$ cat src/rtl/cache_line_fill_pkg.sv
// Shared types for the line-fill controller: FSM state encoding and tag-width helper.
package cache_line_fill_pkg;

  typedef enum logic [1:0] {
    FILL_IDLE   = 2'd0,
    FILL_FETCH  = 2'd1,
    FILL_COMMIT = 2'd2
  } fill_state_e;

  function automatic int tag_width(input int addr_w, input int line_off_w, input int word_off_w);
    return addr_w - line_off_w - word_off_w;
  endfunction

endpackage

$ cat src/rtl/cache_line_fill.sv
// Miss-handling line-fill controller: invalidates the victim way, streams a whole line
// from back-end memory into its data memory, then commits the tag and updates replacement.
//
// state       | meaning
// FILL_IDLE   | ready for a miss; accept latches tag/line/way and invalidates the victim tag
// FILL_FETCH  | one back-end read per word, word 0 first, data written as each beat completes
// FILL_COMMIT | single cycle: tag/valid written, replacement update and done pulsed
module cache_line_fill
  import cache_line_fill_pkg::*;
#(
  parameter int N_WAYS     = 4,
  parameter int NWAY_W     = $clog2(N_WAYS),
  parameter int LINE_OFF_W = 7,
  parameter int WORD_OFF_W = 3,
  parameter int ADDR_W     = 24,
  parameter int DATA_W     = 32
) (
  input  logic                                 clk,
  input  logic                                 reset,
  input  logic                                 req_valid,
  input  logic [ADDR_W-1:0]                    req_addr,
  output logic                                 req_ready,
  input  logic [N_WAYS-1:0]                    way_select,
  output logic                                 mem_valid,
  output logic [ADDR_W-1:0]                    mem_addr,
  input  logic [DATA_W-1:0]                    mem_rdata,
  input  logic                                 mem_ready,
  output logic [N_WAYS-1:0]                    data_we,
  output logic [LINE_OFF_W+WORD_OFF_W-1:0]     data_addr,
  output logic [DATA_W-1:0]                    data_wdata,
  output logic [N_WAYS-1:0]                    tag_we,
  output logic [LINE_OFF_W-1:0]                tag_line,
  output logic [ADDR_W-LINE_OFF_W-WORD_OFF_W-1:0] tag_wdata,
  output logic                                 tag_valid,
  output logic                                 repl_write_en,
  output logic [N_WAYS-1:0]                    repl_way_hit,
  output logic                                 done
);

  localparam int TAG_W = tag_width(ADDR_W, LINE_OFF_W, WORD_OFF_W);

  fill_state_e             state_q, state_d;
  logic [WORD_OFF_W-1:0]   cnt_q, cnt_d;
  logic [TAG_W-1:0]        tag_q;
  logic [LINE_OFF_W-1:0]   line_q;
  logic [NWAY_W-1:0]       way_idx_q;
  logic [NWAY_W-1:0]       way_idx_sel;
  logic [N_WAYS-1:0]       way_oh_q;
  logic [N_WAYS-1:0]       way_oh_sel;
  logic [TAG_W-1:0]        req_tag;
  logic [LINE_OFF_W-1:0]   req_line;
  logic                    accept;
  logic                    unused_word_off;

  assign req_tag         = req_addr[ADDR_W-1 -: TAG_W];
  assign req_line        = req_addr[WORD_OFF_W +: LINE_OFF_W];
  // The fill always starts at word 0, so the missed word offset is not needed.
  assign unused_word_off = ^req_addr[WORD_OFF_W-1:0];

  // Lowest set bit wins; an empty victim vector falls back to way 0.
  always_comb begin
    way_idx_sel = '0;
    for (int i = N_WAYS - 1; i >= 0; i--) begin
      if (way_select[i]) way_idx_sel = NWAY_W'(i);
    end
  end

  assign way_oh_sel = N_WAYS'(1) << way_idx_sel;
  assign way_oh_q   = N_WAYS'(1) << way_idx_q;
  assign accept     = (state_q == FILL_IDLE) && req_valid;

  always_ff @(posedge clk or negedge reset) begin
    if (!reset) begin
      state_q   <= FILL_IDLE;
      cnt_q     <= '0;
      tag_q     <= '0;
      line_q    <= '0;
      way_idx_q <= '0;
    end else begin
      state_q <= state_d;
      cnt_q   <= cnt_d;
      if (accept) begin
        tag_q     <= req_tag;
        line_q    <= req_line;
        way_idx_q <= way_idx_sel;
      end
    end
  end

  always_comb begin
    state_d       = state_q;
    cnt_d         = cnt_q;
    req_ready     = 1'b0;
    mem_valid     = 1'b0;
    mem_addr      = '0;
    data_we       = '0;
    data_addr     = '0;
    data_wdata    = '0;
    tag_we        = '0;
    tag_line      = '0;
    tag_wdata     = '0;
    tag_valid     = 1'b0;
    repl_write_en = 1'b0;
    repl_way_hit  = '0;
    done          = 1'b0;

    case (state_q)
      FILL_IDLE: begin
        req_ready = 1'b1;
        if (req_valid) begin
          // Invalidate first so a partially written line can never hit.
          tag_we    = way_oh_sel;
          tag_line  = req_line;
          tag_wdata = req_tag;
          tag_valid = 1'b0;
          cnt_d     = '0;
          state_d   = FILL_FETCH;
        end
      end

      FILL_FETCH: begin
        mem_valid = 1'b1;
        mem_addr  = {tag_q, line_q, cnt_q};
        data_addr = {line_q, cnt_q};
        if (mem_ready) begin
          data_we    = way_oh_q;
          data_wdata = mem_rdata;
          cnt_d      = cnt_q + WORD_OFF_W'(1);
          if (&cnt_q) state_d = FILL_COMMIT;
        end
      end

      FILL_COMMIT: begin
        tag_we        = way_oh_q;
        tag_line      = line_q;
        tag_wdata     = tag_q;
        tag_valid     = 1'b1;
        repl_write_en = 1'b1;
        repl_way_hit  = way_oh_q;
        done          = 1'b1;
        state_d       = FILL_IDLE;
      end

      default: state_d = FILL_IDLE;
    endcase
  end

endmodule

$ cat config.mk
export PLATFORM = sky130hd
export DESIGN_NAME = cache_line_fill
export DESIGN_NICKNAME = d
export VERILOG_FILES = /design/src/rtl/cache_line_fill_pkg.sv /design/src/rtl/cache_line_fill.sv
export SDC_FILE = /design/constraint.sdc
export NUM_CORES = 1
export LEC_CHECK = 0
export ABC_AREA = 1
export CAP_MARGIN = 20
export CORE_UTILIZATION = 28
export CTS_BUF_LIST = sky130_fd_sc_hd__clkbuf_4
export CTS_CLUSTER_SIZE = 10
export DETAILED_ROUTE_END_ITERATION = 6
export PLACE_DENSITY = 0.87
export RECOVER_POWER = 100
export SLEW_MARGIN = 20
export SYNTH_ARGS = -nofsm -noshare
export SYNTH_HDL_FRONTEND = slang
export SYNTH_SLANG_ARGS = --single-unit
$ cat constraint.sdc
create_clock -name clk -period 1.4 [get_ports clk]
set_input_delay 0.28 -clock clk [delete_from_list [all_inputs] [get_ports clk]]
set_output_delay 0.28 -clock clk [all_outputs]
set_load 0.03 [all_outputs]
## Word-level counts from Yosys, hierarchy flattened

Cells that the tools add are included.

| storage, ports and cells | value |
|---|---|
| bits in registers | 28 |
| input port bits | 64 |
| output and inout bits | 104 |
| logic and storage cells | 46 |

| operators by class | value |
|---|---|
| add/subtract/negate cells | 1 |
| equality and inequality tests | 5 |
| shift-type cells | 2 |
| muxes and demuxes | 27 |
| reduce and logical (&&, ||, !) cells | 6 |

Operators by type and width:

| operator | number |
|---|---|
| 32-bit two-way mux | 2 |
| 14-bit case mux with 2 select lines | 1 |
| 24-bit two-way mux | 1 |
| 4-bit two-way mux | 4 |
| 14-bit two-way mux | 1 |
| 2-bit two-way mux | 7 |
| 7-bit case mux with 2 select lines | 1 |
| 10-bit two-way mux | 1 |
| 3-bit AND reduction | 3 |
| 4-bit case mux with 2 select lines | 1 |
| 1-bit by 2-bit left shift with 4-bit output (first input constant) | 2 |
| 7-bit two-way mux | 1 |
| 3-bit two-way mux | 2 |
| 2-bit != test (second input constant) | 3 |
| 3-bit case mux with 2 select lines | 1 |
| 2-bit case mux with 2 select lines | 1 |
| 3-bit by 1-bit adder with 3-bit output (second input constant) | 1 |
| 1-bit two-way mux | 3 |
| 2-bit by 1-bit equality test with 1-bit output (second input constant) | 1 |
| 2-bit equality test (second input constant) | 1 |
| 2-bit zero test | 1 |
| 2-bit nonzero test | 1 |
| 1-bit logical AND | 1 |

## Longest topological paths before layout

| logic depth | value |
|---|---|
| word-level depth | 7 |
| mapped depth | 7 |

## Worst setup path before layout

No wires, ideal clock.

| timing | value |
|---|---|
| path type | register to output |
| start | register state_q[0] |
| end | output tag_we[3] |
| arrival | 1.630 ns |
| slack | -0.510 ns |
| cell stages (with the launch flop) | 6 |
| path buffers | 0 |
| cell sequence | dfrtp_1 > inv_2 > nand2_1 > nor3_1 > inv_1 > nand2_1 |

| between the ends | value |
|---|---|
| longest elaborated chain between the ends | 2 |

Ends and longest elaborated chain:

| item | line | text |
|---|---|---|
| start, declared | cache_line_fill.sv:42 | `fill_state_e state_q, state_d;` |
| start signal, assigned | cache_line_fill.sv:80 | `state_q <= state_d;` |
| 2-bit equality test / 2-bit zero test (equally long branches) | cache_line_fill.sv:107 | `case (state_q)` |
| 4-bit case mux with 2 select lines (*) | cache_line_fill.sv:107 |  |
| end, declared | cache_line_fill.sv:31 | `output logic [N_WAYS-1:0] tag_we,` |

Every way passes the cells marked *; elsewhere a longest branch is shown, timed or not.

## Final worst setup path

| timing | value |
|---|---|
| start | register state_q[1] |
| end | output tag_we[2] |

Same word-level chain as after synthesis.

==> results.toml <==
[outcome]
outcome = "complete, but fails checks"
failed_checks = "setup timing"

[cells_and_area]
fin_area_um2 = 5090
nets = 555
mostFrequentLayoutCells = "buf_6, clkdlybuf4s50_1, nand2_1"
fillers = 494
drive_gt1_share_pct = 57.2
final_common_cell = "buf_6"
area_growth_pct = 155
diodes = 0

[synth]
synth_area_um2 = 1990
synth_cells = 299
synth.mux.area_fraction_pct = 0
synth_compound_area_share_pct = 11.9
syn-num-nets = 365
avgSynthCellArea_um2 = 6.67
synth_top_family_by_area = "simple AND/OR/NAND/NOR gates"
synth_top_cell_by_area = "dfrtp_1"
ys_types = 19
synth.area.top_cells = "dfrtp_1, nand2_1, o21ai_0, nor2_1, inv_1"
synth_xor_area_share_pct = 0
synth_top_area_share_pct = 35.2
synth-simple-area-share_pct = 33.4
synth_seq_area_share_pct = 35.2
yosys.area_share.adder_pct = 1.26
synth-seq-cells = 28
ys_warn_count = 0

[cts]
clockRootBuffer = "clkbuf_4"
numCtsBuffers = 3
clkTransAtPathRegs_ns = 0.15
cts_sinks = 28
tritoncts = "yes"
cts_htree_levels = 1
clkLatencyLatePin_ns = 0.32
clockBufferDepth = 2

[floorplan]
die_y_um = 86.4
row_count = 30
coreArea_um2 = 6830
start_util_pct = 29.2
die_area_um2 = 7460
fp.dieW_um = 86.4
ios = 168

[power]
share_comb_of_total_power_pct = 81.8
switching_share_pct = 52.4
power_frac_clock_pct = 3.7
pwr-share-seq_pct = 14.5
p_int_mw = 4.37
p_per_area_nw_per_um2 = 1800
peakVddDrop_v = 0.000840
power.leakage_nw = 2.42
switchingPower_mw = 4.81

[placement]
hpwl_um = 5740
place_area_um2 = 4370
io_buffers = 164
gp_congestion = 0.808
place_ws_ns = -0.366

[run]
maxCapViolations = 0

[global_route]
grt_util_met2_pct = 45.7
top_usage_layer = "met2"
grt_use_met1_pct = 23.0
grt_pass1_vias = 2845
met3_usage_pct = 3.05
antenna_found_initial = 0
grt_max_degree = 29
grt_pass1_wl_um = 13100
grtUsageTotal_pct = 22.2
overflow = 0

[sta]
slew_violations = 0
maxSlewHeadroom_pct = 51.7
setup_viol = 104
fin_ws_ns = -0.480
fmax_mhz = 532
period_share_pct = 134
tightestPinTransition_ns = 0.725
rsz0062_at_grt = "true"
fin_crit_ns = 1.88
finalHoldViolCount = 0
clock_skew_ns = 0.00491

[routing]
drt_wl_total_um = 8390
via_per_inst = 4.53
drt_drc_violations_left = 0
drt_pre_antenna_iters = 4
antenna_left = 0
wl_per_cell_um = 14.4
drtIter0Drc = 57
via_count = 2645

[setup_path]
end_kind = "output pin"
arrival_ns = 1.60
crit_type = "reg2out"
crit_fanout = 3
required_ns = 1.12
cp-start-kind = "flip-flop"

[worst_hold_path]
hold_path_class = "in2async"
## synthesized netlist by cell type
cell	number
buf_2	5
clkbuf_1	5
nor2_4	1
dfrtp_1	28
nand2_2	9
nor3_1	5
nor2_1	43
o22ai_1	1
nand3_1	5
o21ai_1	7
ha_1	2
inv_4	1
buf_4	13
nand2_1	68
buf_6	6
nor2_2	21
inv_2	2
o21ai_0	39
inv_1	38
## power groups by stage
stage	clock network (mW)	logic, mW	registers, mW
after floorplan	0	4.50	1.33
after CTS	0.352	7.30	1.32
after global routing	0.390	7.92	1.37
after global placement	0	6.15	1.32
final	0.340	7.50	1.33
after detailed placement	0	6.28	1.34
## area by class of cell
cell class,count,area [um2],share of cell area [%]
Timing Repair inverter,1,8.76,0.172
Clock inverter,1,3.75,0.0737
Tap cell,96,120,2.36
Clock buffer,3,22.5,0.442
Inverter,41,174,3.42
Timing Repair Buffer,213,2340,45.9
Sequential cell,28,702,13.8
Multi-Input combinational cell,201,1720,33.9
## path summary, 6_finish.rpt
check | slack [ns] | startpoint | endpoint | depth (start not counted)
max reg2reg | 0.03 | state_q[1] | tag_q[10] | 7
max in group asynchronous | 0.34 | reset | state_q[1] | 2
min | 0.56 | reset | tag_q[11] | 2
max | -0.48 | state_q[1] | tag_we[2] | 7
min reg2reg | 0.58 | cnt_q[2] | cnt_q[2] | 2
min in group clk | 0.57 | req_addr[13] | tag_q[3] | 3
## registers in the layout, summed over array words and instances (netlist names)
name	count
tag_q	14
state_q	2
way_idx_q	2
line_q	7
cnt_q	3
## stage by stage
stage               TNS (ns)  std cells  util [%]  hold slack, ns  power [mW]
detailed placement    -20.03        566      63.9           0.527        7.62
global route          -50.74        584      74.5           0.551        9.69
global placement      -19.01        566      63.9           0.519        7.48
floorplan             -16.88        299         -         -0.0156        5.83
finish                -43.20        584      74.5           0.561        9.17
CTS                   -41.33        583      72.5           0.321        8.97
## per-layer routing
metal  vias up  wire (um)
met5         -          0
met4         0        132
met3        10        418
met2       109       4920
met1      1244       2920
li1       1282          -
## critical path, cell delays in order, from the launching register on
cell and delay [ns]:
dfrtp_2 0.47, nor2_4 0.15, nand2_4 0.11, buf_6 0.15, nor2_4 0.10, nand2_2 0.07, nand2_2 0.09, buf_6 0.13
## kinds of logic after synthesis
group	after synthesis
compound gates	47
fa+ha+maj	2
simple gates	152
flops	28
buf+inv	70
## what timing repair did
item | 4_1_cts | 5_1_grt
buffers inserted | 12 | 4
gates resized for setup | 118 | 36
pin swaps | 2 | 12
cloned | 3 | 2
hold buffers | 0 | 0
setup endpoints to repair | 104 | 111
Power figures use the tool's default switching activity.
